[config.mk]
export PLATFORM = sky130hd
export DESIGN_NAME = gate_model_sequencer
export DESIGN_NICKNAME = d
export VERILOG_FILES = /design/src/rtl/gate_model_sequencer.sv
export SDC_FILE = /design/constraint.sdc
export NUM_CORES = 1
export LEC_CHECK = 0
export ABC_AREA = 1
export BUFFER_PORTS_ARGS = -buffer_cell sky130_fd_sc_hd__clkbuf_2
export CORE_UTILIZATION = 56
export CTS_CLUSTER_SIZE = 14
export DETAILED_ROUTE_END_ITERATION = 10
export PLACE_DENSITY = 0.81
export SLEW_MARGIN = 20
export SYNTH_ARGS = -nofsm -noshare
export SYNTH_HDL_FRONTEND = slang
export SYNTH_SLANG_ARGS = --single-unit
[constraint.sdc]
create_clock -name clk -period 1.9 [get_ports clk]
set_input_delay 0.19 -clock clk [delete_from_list [all_inputs] [get_ports clk]]
set_output_delay 0.19 -clock clk [all_outputs]
set_load 0.05 [all_outputs]
[src/rtl/gate_model_sequencer.sv]
// Exhaustive stimulus sequencer for a combinational gate model with MISR response compaction.
// Optional golden-signature comparator enabled by defining GM_SEQ_COMPARE_EN.
module gate_model_sequencer #(
    parameter int                N_IN       = 10,
    parameter int                N_OUT      = 10,
    parameter int                SETTLE_CYC = 2,
    parameter logic [N_OUT-1:0]  SEED       = 10'h000,
    parameter logic [N_OUT-1:0]  POLY       = 10'h240
) (
    input  logic              clk,
    input  logic              rst_n,
    input  logic              start,
    input  logic              abort,
    input  logic [N_IN-1:0]   last_vec,
    output logic [N_IN-1:0]   dut_in,
    input  logic [N_OUT-1:0]  dut_out,
    output logic              busy,
    output logic              done,
    output logic [N_OUT-1:0]  signature
`ifdef GM_SEQ_COMPARE_EN
   ,input  logic [N_OUT-1:0]  golden,
    output logic              pass
`endif
);

    typedef enum logic [1:0] {IDLE, SETTLE, CAPTURE, DONE} state_t;

    localparam logic [7:0] CNT_INIT = 8'(SETTLE_CYC - 1);

    state_t             r_state;
    state_t             w_nextState;
    logic [N_IN-1:0]    r_idx;
    logic [N_IN-1:0]    r_lastVec;
    logic [N_OUT-1:0]   r_sig;
    logic [7:0]         r_cnt;
    logic [N_OUT-1:0]   w_sigNext;
    logic               w_accept;
    logic               w_captureEn;
    logic               w_abortHit;

    assign w_sigNext = {r_sig[N_OUT-2:0], ^(r_sig & POLY)} ^ dut_out;
    assign dut_in    = r_idx;
    assign signature = r_sig;

    always_ff @(posedge clk or negedge rst_n) begin
        if (!rst_n) begin
            r_state <= IDLE;
        end else begin
            r_state <= w_nextState;
        end
    end

    always_comb begin
        w_nextState = r_state;
        w_accept    = 1'b0;
        w_captureEn = 1'b0;
        w_abortHit  = 1'b0;
        busy        = 1'b0;
        done        = 1'b0;
        case (r_state)
            IDLE: begin
                if (start && !abort) begin
                    w_accept    = 1'b1;
                    w_nextState = SETTLE;
                end
            end
            SETTLE: begin
                busy = 1'b1;
                if (abort) begin
                    w_abortHit  = 1'b1;
                    w_nextState = IDLE;
                end else if (r_cnt == 8'd0) begin
                    w_nextState = CAPTURE;
                end
            end
            CAPTURE: begin
                busy = 1'b1;
                if (abort) begin
                    w_abortHit  = 1'b1;
                    w_nextState = IDLE;
                end else begin
                    w_captureEn = 1'b1;
                    w_nextState = (r_idx == r_lastVec) ? DONE : SETTLE;
                end
            end
            DONE: begin
                done        = 1'b1;
                w_nextState = IDLE;
            end
            default: w_nextState = IDLE;
        endcase
    end

    // The index only advances when the last vector has not been reached, so it cannot wrap.
    always_ff @(posedge clk or negedge rst_n) begin
        if (!rst_n) begin
            r_idx     <= '0;
            r_lastVec <= '0;
            r_sig     <= SEED;
            r_cnt     <= 8'd0;
        end else begin
            if (w_accept) begin
                r_idx     <= '0;
                r_lastVec <= last_vec;
                r_sig     <= SEED;
                r_cnt     <= CNT_INIT;
            end else if (r_state == SETTLE && !abort && r_cnt != 8'd0) begin
                r_cnt <= r_cnt - 8'd1;
            end else if (w_captureEn) begin
                r_sig <= w_sigNext;
                if (r_idx != r_lastVec) begin
                    r_idx <= r_idx + N_IN'(1);
                    r_cnt <= CNT_INIT;
                end
            end
        end
    end

`ifdef GM_SEQ_COMPARE_EN
    logic r_pass;

    assign pass = r_pass;

    always_ff @(posedge clk or negedge rst_n) begin
        if (!rst_n) begin
            r_pass <= 1'b0;
        end else if (w_accept || w_abortHit) begin
            r_pass <= 1'b0;
        end else if (w_captureEn && r_idx == r_lastVec) begin
            r_pass <= (w_sigNext == golden);
        end
    end
`endif

endmodule

==> results of run 1 <==
==> cells by family after synthesis <==
group	count (synthesis)
and+or+nand+nor	214
buffers and inverters	40
AOI/OAI and AO/OA	13
adders and majority gates	8
xor gates and xnor gates	18
DFF	40
==> power groups by stage <==
stage	Sequential, mW	Clock, mW	Combinational (mW)
finish	1.49	0.683	2.27
floorplan	1.89	0	1.37
global route	1.53	0.730	2.55
detailed placement	1.50	0	2.25
CTS	1.49	0.696	2.26
global placement	1.49	0	2.20
==> routing by layer <==
metal  share of wire [%]  wire (um)  vias up  GRT usage, %
li1                    -          -     1125             -
met1                  44       2326     1000         31.34
met2                  49       2573       57         39.95
met3                 4.3        226       14         5.167
met4                 2.0        104        0         8.333
met5                   0          0        -             0
==> cells in the mapped netlist, types with 2 or more instances <==
cell / n / area share, %
nand2_4: 3 / 1.4
nand3_1: 21 / 4.3
buf_2: 3 / 0.61
nand4_1: 2 / 0.51
or2_2: 5 / 1.3
nor3b_1: 2 / 0.61
xnor2_1: 14 / 5.0
nor2_1: 30 / 4.6
ha_1: 8 / 4.1
nor2_2: 3 / 0.76
nand3_2: 6 / 2.4
nand2_1: 137 / 21
a21oi_1: 4 / 0.81
o21ai_0: 7 / 1.4
xor2_1: 4 / 1.4
inv_1: 30 / 4.6
dfrtp_1: 40 / 41
clkbuf_1: 3 / 0.46
nor3_1: 2 / 0.41
==> final timing paths <==
path                                              from                       end  slack [ns]  cells after the start
worst max register to register  r_state[0]$_DFFE_PN0P_     dut_in[2]$_DFFE_PN0P_        0.16                      9
worst max-delay path            r_state[0]$_DFFE_PN0P_     dut_in[2]$_DFFE_PN0P_        0.16                      9
worst min register to register    r_cnt[1]$_DFFE_PN0P_      r_cnt[1]$_DFFE_PN0P_        0.50                      2
max in group asynchronous                        rst_n  signature[8]$_DFFE_PN0P_        1.01                      3
min in group asynchronous                        rst_n  r_lastVec[5]$_DFFE_PN0P_        0.35                      2
worst min-delay path                       last_vec[0]  r_lastVec[0]$_DFFE_PN0P_        0.09                      3
==> repair_timing <==
| action | 4_1_cts | 5_1_grt |
|---|---|---|
| endpoints found under the hold margin | 13 | 0 |
| buffers inserted | 0 | 1 |
| resized for setup | 0 | 3 |
| hold buffers | 1 | 0 |
| endpoints found under the setup margin | 0 | 10 |
==> worst max-delay path, delay by kind of cell, from the launching register on <==
kind | cells | cell delay, ns
simple gates | 6 | 0.71
flops | 1 | 0.41
buf+inv | 2 | 0.29
fa+ha+maj | 1 | 0.22
==> cell type report <==
| cell class | instances | area, um^2 | area share [%] |
|---|---|---|---|
| Timing Repair Buffer | 52 | 292.8 | 10.18 |
| Multi-Input combinational cell | 253 | 1284 | 44.65 |
| Inverter | 31 | 127.6 | 4.439 |
| Clock inverter | 2 | 35.03 | 1.218 |
| Sequential cell | 40 | 1001 | 34.81 |
| Clock buffer | 6 | 72.57 | 2.524 |
| Tap cell | 50 | 62.56 | 2.176 |
==> through the flow <==
step / cell area, um^2 / util, % / instances
detailed placement: 2736 / 66.49 / 424
global route: 2875 / 69.87 / 434
finish: 2875 / 69.87 / 434
floorplan: 2470 / - / 333
global placement: 2736 / 66.49 / 424
CTS: 2854 / 69.35 / 433
==> sequential cells by signal, indices dropped and copies added, names as in the netlist <==
signal and flops:
dut_in 10, r_cnt 8, r_lastVec 10, r_state 2, signature 10
==> impl_metrics.env, run 1 <==
export IMPL_insertion_delay_ns=0.29
export IMPL_netSwitchingFraction_pct=48.14
export IMPL_core_mm2=0.004115
export IMPL_die_h_um=68.41
export IMPL_slowest_stage="dfrtp_1"
export IMPL_synth_xor_area_share_pct=6.383
export IMPL_synthAdderAreaFrac_pct=4.053
export IMPL_crit_chain="inv_1 -> ha_1 -> nand2_4 -> nand2_1 -> nand2_8 -> inv_8 -> nand2_4 -> nand2_1 -> nand2_1"
export IMPL_setup_viol=0
export IMPL_p_clk_share_pct=15.4
export IMPL_cts_sinks=40
export IMPL_first_pass_iters=4
export IMPL_route_detailed_drc=0
export IMPL_synth_flop_cell="dfrtp_1"
export IMPL_gp_congestion=0.8747
export IMPL_synth_cell_type_count=28
export IMPL_cts_buffer_depth=2
export IMPL_clkSlewWorstSetupHoldPaths_ns=0.07
export IMPL_drive_gt1_share_pct=20.83
export IMPL_ctsRootBufferMaster="clkbuf_8"
export IMPL_track_usage_pct=24.28
export IMPL_setup_slack_ns=0.1637
export IMPL_async_reset_ff_share_pct=100.0
export IMPL_grt_antenna_before_repair=0
export IMPL_synthCells=333
export IMPL_grt_max_degree=25
export IMPL_synth_top_family_by_area="simple AND/OR/NAND/NOR gates"
export IMPL_fin_nets=415
export IMPL_ant_nets=0
export IMPL_ys_ff_latch=40
export IMPL_drt_iter0_drc=126
export IMPL_fmax_mhz=576.0
export IMPL_cp_max_fo=22
export IMPL_yosysSeqAreaShare_pct=40.53
export IMPL_drv_cap=0
export IMPL_area_growth_syn_to_layout_pct=16.41
export IMPL_pre_cts_ws_ns=0.1364
export IMPL_yosys_area_share_simple_pct=38.35
export IMPL_die_area_mm2=0.004680
export IMPL_cp_start_kind="register"
export IMPL_chipWidth_um=68.41
export IMPL_cp_common_cell="nand2_1"
export IMPL_muxShareOfSynthArea_pct=0
export IMPL_p_switching_mw=2.139
export IMPL_io_buffers=45
export IMPL_min_period_over_period_pct=91.38
export IMPL_synth_area_per_cell_um2=7.417
export IMPL_setup_tns_ns=0
export IMPL_rows=23
export IMPL_gr_total_overflow=0
export IMPL_cp_slowest_stage_delay_ns=0.41
export IMPL_first_global_vias=1975
export IMPL_start_util_pct=60.02
export IMPL_power_mw=4.444
export IMPL_cts_tree="yes"
export IMPL_status="completed"
export IMPL_power_density_mw_per_mm2=1546
export IMPL_avgRoutedWirePerCell_um=12.05
export IMPL_avgViaCountPerCell=5.060
export IMPL_layout_common_cells="137 x nand2_1, 45 x clkbuf_2, 40 x dfrtp_1"
export IMPL_n_antenna_cell=0
export IMPL_synth_edf_count=0
export IMPL_layout_commonest_cell="nand2_1"
export IMPL_synth_warnings=0
export IMPL_p_leak_nw=1.590
export IMPL_crit_arrival_ns=1.92
export IMPL_pin_count=46
export IMPL_via_count=2196
export IMPL_tightest_slew_ns=0.4147
export IMPL_internal_power_mw=2.305
export IMPL_sequentialPowerShare_pct=33.5
export IMPL_syn_area_mm2=0.002470
export IMPL_hpwl_mm=3.763
export IMPL_grt_pass1_wl_mm=8.383
export IMPL_max_slew_margin_pct=72.35
export IMPL_crit_type="register to register"
export IMPL_nFillCells=331
export IMPL_finalHoldViolCount=0
export IMPL_fin_crit_ns=1.736
export IMPL_synth_compound_area_share_pct=2.888
export IMPL_combinationalPowerShare_pct=51.1
export IMPL_skew_ns=0.003998
export IMPL_numCtsBuffers=5
export IMPL_required_ns=2.09
export IMPL_whs_ns=0.09415
export IMPL_hp_class="input port to register"
export IMPL_rsz0062_at_grt="no"
export IMPL_ir_worst_vdd_v=0.0008559
export IMPL_syn_nets=365
export IMPL_endpoint_kind="register"
export IMPL_finalMaxSlewViolations=0
export IMPL_htree_num_levels=2
export IMPL_wl_mm=5.231
Power figures use the tool's default switching activity.
==> run 2: changes to the inputs <==
Settings changed: ABC_AREA 1 to unset, CORE_UTILIZATION 56 to 55.
==> run 2 against run 1 <==
  * The run now ends with negative setup slack left
  * Clock power rose by 0.9%
  * Die area fell by 6.8%
  * Synthesized cell count fell by 25%
  * Flip-flop and latch count did not move
  * Global-route usage rose by 6.4 points
  * Power rose by 10%
  * Sequential power fell by 5%
  * Final cell count fell by 11%
  * Critical path depth fell by 1
  * Sequential share of layout area fell by 3.9 points
  * Largest power group unchanged
==> impl_metrics.env, run 2 <==
export IMPL_finalHoldViolCount=0
export IMPL_synth_area_leaders="dfrtp_1 44%, nand2_1 8.7%, xnor2_1 7.4%, o31ai_1 5.7%, ha_1 4.4%"
export IMPL_status="finished with violations"
export IMPL_min_period_over_period_pct=123.0
export IMPL_max_slew_margin_pct=51.48
export IMPL_ctsRootBufferMaster="clkbuf_8"
export IMPL_gp_congestion=0.9336
export IMPL_wl_mm=7.518
export IMPL_synthCells=250
export IMPL_reg2reg_depth=8
export IMPL_drt_iter0_drc=327
export IMPL_fin_crit_ns=2.336
export IMPL_via_count=2413
export IMPL_cts_buffer_depth=2
export IMPL_sequentialPowerShare_pct=28.7
export IMPL_netSwitchingFraction_pct=45.55
export IMPL_crit_type="register to register"
export IMPL_clkSlewWorstSetupHoldPaths_ns=0.08
export IMPL_synth_area_per_cell_um2=9.024
export IMPL_hpwl_mm=3.979
export IMPL_setup_viol=30
export IMPL_ys_ff_latch=40
export IMPL_grt_pass1_wl_mm=9.873
export IMPL_hold_end="r_lastVec[3]$_DFFE_PN0P_"
export IMPL_ir_worst_vdd_v=0.0009467
export IMPL_grt_antenna_before_repair=0
export IMPL_tightest_slew_ns=0.7279
export IMPL_cp_max_fo=7
export IMPL_route_detailed_drc=0
export IMPL_avgRoutedWirePerCell_um=19.48
export IMPL_hold_path_cell_count=3
export IMPL_fmax_mhz=428.0
export IMPL_synth_most_common_cell="nand2_1"
export IMPL_r2r_slack_ns=-0.44
export IMPL_ys_top_cells_by_count="52 x nand2_1, 40 x dfrtp_1, 19 x xnor2_1, 17 x o31ai_1"
export IMPL_syn_area_mm2=0.002256
export IMPL_nFillCells=186
export IMPL_avgViaCountPerCell=6.251
export IMPL_reg2reg_to="dut_in[3]$_DFFE_PN0P_"
export IMPL_pin_count=46
export IMPL_first_global_vias=2195
export IMPL_drv_cap=0
export IMPL_stdcell_count=386
export IMPL_skew_ns=0.003228
export IMPL_required_ns=2.07
export IMPL_first_pass_iters=5
export IMPL_setup_slack_ns=-0.4362
export IMPL_layout_common_cells="51 x nand2_1, 45 x clkbuf_2, 41 x buf_4"
export IMPL_finalMaxSlewViolations=0
export IMPL_synth_cell_type_count=42
export IMPL_dp_cells=371
export IMPL_layout_commonest_cell="nand2_1"
export IMPL_chipWidth_um=66.05
export IMPL_cts_tree="yes"
export IMPL_area_growth_syn_to_layout_pct=44.87
export IMPL_synth_warnings=0
export IMPL_insertion_delay_ns=0.30
export IMPL_cts_sinks=40
export IMPL_start_util_pct=59.39
export IMPL_endpoint_kind="register"
export IMPL_htree_num_levels=2
export IMPL_fin_nets=369
export IMPL_ant_nets=0
export IMPL_synth_largest_area_cell="dfrtp_1"
export IMPL_p_clk_share_pct=14.0
export IMPL_n_antenna_cell=0
export IMPL_numCtsBuffers=5
export IMPL_crit_arrival_ns=2.51
export IMPL_yosysTopAreaCellShare_pct=44.37
export IMPL_rows=22
export IMPL_core_mm2=0.003799
export IMPL_synth_flop_cell="dfrtp_1"
export IMPL_async_reset_ff_share_pct=100.0
export IMPL_gr_total_overflow=0
export IMPL_p_switching_mw=2.234
export IMPL_rsz0062_at_grt="yes"
export IMPL_die_h_um=66.05
export IMPL_die_area_mm2=0.004362
export IMPL_failed_checks="negative setup slack"
export IMPL_drive_gt1_share_pct=44.38
export IMPL_grt_max_degree=30
export IMPL_hold_start="last_vec[3]"
export IMPL_p_leak_nw=1.506
export IMPL_syn_nets=282
export IMPL_pre_cts_ws_ns=-0.3943
export IMPL_io_buffers=45
export IMPL_track_usage_pct=30.68
export IMPL_combinationalPowerShare_pct=57.3
export IMPL_synth_edf_count=0
export IMPL_cp_start_kind="register"
export IMPL_internal_power_mw=2.670
export IMPL_hp_class="input port to register"
export IMPL_timing_rr_start="r_cnt[0]$_DFFE_PN0P_"
export IMPL_yosysSeqAreaShare_pct=44.37
export IMPL_power_density_mw_per_mm2=1500
[run 2: critical path, stage by stage, from the launching register on]
cell	delay (ns)
dfrtp_1	0.39
inv_2	0.09
ha_4	0.13
or4b_4	0.46
o211a_1	0.24
or2_4	0.28
buf_8	0.16
o31ai_1	0.32
a21oi_1	0.13
[run 2: power groups by stage]
stage          combinational [mW]  sequential [mW]  clock [mW]
6_report                     2.81             1.41       0.689
5_1_grt                      2.98             1.42       0.730
4_1_cts                      2.47             1.38       0.685
3_5_place_dp                 2.23             1.40           0
3_3_place_gp                 2.17             1.38           0
2_1_floorplan                1.11             1.74           0
[run 2: area by class of cell]
cell class	instances	area, um^2	area share, %
Clock buffer	6	72.57	2.221
Clock inverter	2	35.03	1.072
Inverter	10	37.54	1.149
Multi-Input combinational cell	188	1415	43.30
Sequential cell	40	1011	30.93
Tap cell	48	60.06	1.838
Timing Repair Buffer	92	636.9	19.49
[run 2: how the worst max path moves through the flow]
stage                         start               endpoint  depth (start not counted)
6_report       r_cnt[0]$_DFFE_PN0P_  dut_in[3]$_DFFE_PN0P_                          8
5_1_grt        r_cnt[1]$_DFFE_PN0P_  dut_in[3]$_DFFE_PN0P_                          8
4_1_cts        r_cnt[1]$_DFFE_PN0P_  dut_in[4]$_DFFE_PN0P_                          7
3_5_place_dp   r_cnt[0]$_DFFE_PN0P_  dut_in[4]$_DFFE_PN0P_                          7
3_3_place_gp   r_cnt[0]$_DFFE_PN0P_  dut_in[3]$_DFFE_PN0P_                          7
2_1_floorplan  r_cnt[0]$_DFFE_PN0P_  dut_in[4]$_DFFE_PN0P_                          8
[run 2: routing by layer]
metal  vias to the layer above  GRT usage, %  wire, um
li1                       1057             -         -
met4                         0         11.17       289
met5                         -             0         0
met2                       170         52.42      3793
met1                      1148         37.43      2842
met3                        38         7.241       593
[run 2: cell families (layout without fill, tap and decap cells)]
logic type / count (synthesis) / after routing / synth area share (%)
AOI/OAI and AO/OA: 56 / 56 / 16.92
muxes: 1 / 1 / 0.4437
and+or+nand+nor: 101 / 101 / 21.30
adders and majority gates: 8 / 8 / 4.437
xor gates and xnor gates: 22 / 22 / 8.542
DFF: 40 / 40 / 44.37
buffers and inverters: 22 / 110 / 3.994
[run 2: repair_timing]
item	4_1_cts	5_1_grt
hold buffers	1	0
gates cloned	1	0
setup endpoints to repair	30	30
resized for setup	32	31
endpoints found under the hold margin	28	0
pin swaps	8	8
buffers inserted	4	2
[run 2: metrics by stage]
step	total power [mW]	TNS, ns	hold WS, ns	utilization [%]	area, um^2
floorplan	2.845	-4.794	-0.1056	-	2287
global placement	3.542	-5.250	0.2704	74.44	2828
detailed placement	3.625	-7.121	0.2776	74.44	2828
CTS	4.534	-6.030	0.08119	81.59	3099
global route	5.136	-10.11	0.09205	86.03	3268
finish	4.904	-8.504	0.07497	86.03	3268
==> run 3: changes to the inputs <==
Settings changed: ABC_AREA set to 1, CORE_UTILIZATION 55 to 56.
Clock period 1.9 ns to 2.6 ns, I/O delays scaled along.
==> run 3 against run 2 <==
  * The flow now finishes without violations
  * Non-clock buffer count down 45
  * Clock power down 36%
  * Worst hold slack worse by 0.0039 ns
  * Fmax up 26%
  * Utilization down 18 points
  * Power down 36%
  * Clock-buffer cell count up 1
  * Critical path type unchanged
  * Critical endpoint is now dut_in[4]$_DFFE_PN0P_
==> impl_metrics.env, run 3 (synthesis results as in run 1) <==
export IMPL_status="completed"
export IMPL_fmax_mhz=538.7
export IMPL_io_buffers=45
export IMPL_clkSlewWorstSetupHoldPaths_ns=0.07
export IMPL_ctsRootBufferMaster="clkbuf_8"
export IMPL_cts_hold_buffers=0
export IMPL_chipWidth_um=68.41
export IMPL_setup_slack_ns=0.7437
export IMPL_wl_mm=4.915
export IMPL_cts_resized=0
export IMPL_grt_max_degree=41
export IMPL_whs_ns=0.07106
export IMPL_grt_antenna_before_repair=0
export IMPL_pre_cts_ws_ns=0.7732
export IMPL_hpwl_mm=3.623
export IMPL_hp_class="input port to async pin"
export IMPL_required_ns=2.84
export IMPL_rows=23
export IMPL_crit_arrival_ns=2.09
export IMPL_grt_pass1_wl_mm=8.190
export IMPL_endpoint_kind="register"
export IMPL_first_pass_iters=4
export IMPL_gr_usage_met2_pct=40.69
export IMPL_cts_sinks=40
export IMPL_cts_setup_buffers=0
export IMPL_gr_total_overflow=0
export IMPL_fin_crit_ns=1.856
export IMPL_die_h_um=68.41
export IMPL_fin_nets=410
export IMPL_numCtsBuffers=5
export IMPL_avgViaCountPerCell=4.949
export IMPL_drive_gt1_share_pct=19.84
export IMPL_gp_congestion=0.8030
export IMPL_rsz0062_at_grt="no"
export IMPL_route_detailed_drc=0
export IMPL_layout_commonest_cell="nand2_1"
export IMPL_grt_util_met3_pct=5.833
export IMPL_finalMaxSlewViolations=0
export IMPL_first_global_vias=1934
export IMPL_core_mm2=0.004115
export IMPL_ir_worst_vdd_v=0.0007227
export IMPL_htree_num_levels=2
export IMPL_ant_nets=0
export IMPL_cp_max_fo=15
export IMPL_power_density_mw_per_mm2=1122
export IMPL_max_slew_margin_pct=41.29
export IMPL_min_period_over_period_pct=71.39
export IMPL_drv_cap=0
export IMPL_avgRoutedWirePerCell_um=11.48
export IMPL_layout_common_cells="137 x nand2_1, 44 x clkbuf_2, 40 x dfrtp_1"
export IMPL_finalHoldViolCount=0
export IMPL_pin_count=46
export IMPL_cp_start_kind="register"
export IMPL_insertion_delay_ns=0.29
export IMPL_start_util_pct=60.02
export IMPL_cts_tree="yes"
export IMPL_area_growth_syn_to_layout_pct=13.27
export IMPL_crit_type="register to register"
export IMPL_track_usage_pct=23.89
export IMPL_cts_buffer_depth=2
export IMPL_setup_viol=0
export IMPL_tightest_slew_ns=0.8806
export IMPL_n_antenna_cell=0
export IMPL_skew_ns=0.005340
export IMPL_setup_tns_ns=0
export IMPL_via_count=2118
export IMPL_p_leak_nw=1.565
export IMPL_grt_busiest_layer="met2"
export IMPL_drt_iter0_drc=110
export IMPL_die_area_mm2=0.004680
export IMPL_met1_usage_pct=29.60
-- run 3: cell count changes in the layout (fill, tap and decap cells not counted), moves of 7 or more --
cell,change
nand2_1,+86
nor2_1,+20
dfrtp_2,-8
nand3_1,+14
o31ai_2,-10
dfrtp_1,+8
inv_1,+22
a21oi_2,-7
buf_4,-39
-- run 3: path summary, 6_finish.rpt --
kind,endpoint,depth (start not counted),slack (ns),from
worst min-delay path,r_lastVec[2]$_DFFE_PN0P_,1,0.07,rst_n
worst min register to register,r_lastVec[1]$_DFFE_PN0P_,2,0.51,r_lastVec[1]$_DFFE_PN0P_
worst max register to register,dut_in[4]$_DFFE_PN0P_,8,0.74,r_state[0]$_DFFE_PN0P_
min in group clk,r_lastVec[3]$_DFFE_PN0P_,3,0.16,last_vec[3]
worst max-delay path,dut_in[4]$_DFFE_PN0P_,8,0.74,r_state[0]$_DFFE_PN0P_
max in group asynchronous,signature[1]$_DFFE_PN0P_,1,1.96,rst_n
-- run 3: final cells by class --
class / instances / area [um^2]
Inverter: 31 / 121.4
Multi-Input combinational cell: 253 / 1276
Fill cell: 364 / 1318
Sequential cell: 40 / 1001
Timing Repair Buffer: 47 / 240.2
Tap cell: 50 / 62.56
Clock buffer: 7 / 96.34
-- run 3: worst max-delay path: stages, from the launching register on --
cell and delay (ns):
dfrtp_1 0.38, inv_1 0.10, ha_1 0.25, nand2_4 0.19, inv_1 0.20, buf_4 0.23, nor3b_1 0.26, nand3_2 0.11
nand2_1 0.09
-- run 3: metal layers --
metal,routed length (um),share of wire (%)
met1,2338,48
met2,2353,48
met3,162,3.3
met4,61,1.2
met5,0,0
-- run 3: through the flow --
stage	total power [mW]	area, um^2	std cells	utilization (%)
after floorplan	2.387	2470	333	-
after global placement	2.672	2701	421	65.64
after detailed placement	2.709	2701	421	65.64
after CTS	3.163	2798	428	67.98
after global routing	3.417	2798	428	67.98
final	3.140	2798	428	67.98
-- run 3: power breakdown --
| group | leakage (nW) | switching (mW) | internal [mW] |
|---|---|---|---|
| combinational | 1.00 | 1.08 | 0.518 |
| sequential | 0.515 | 0.245 | 0.858 |
| clock | 0.0503 | 0.207 | 0.236 |
| total | 1.57 | 1.53 | 1.61 |
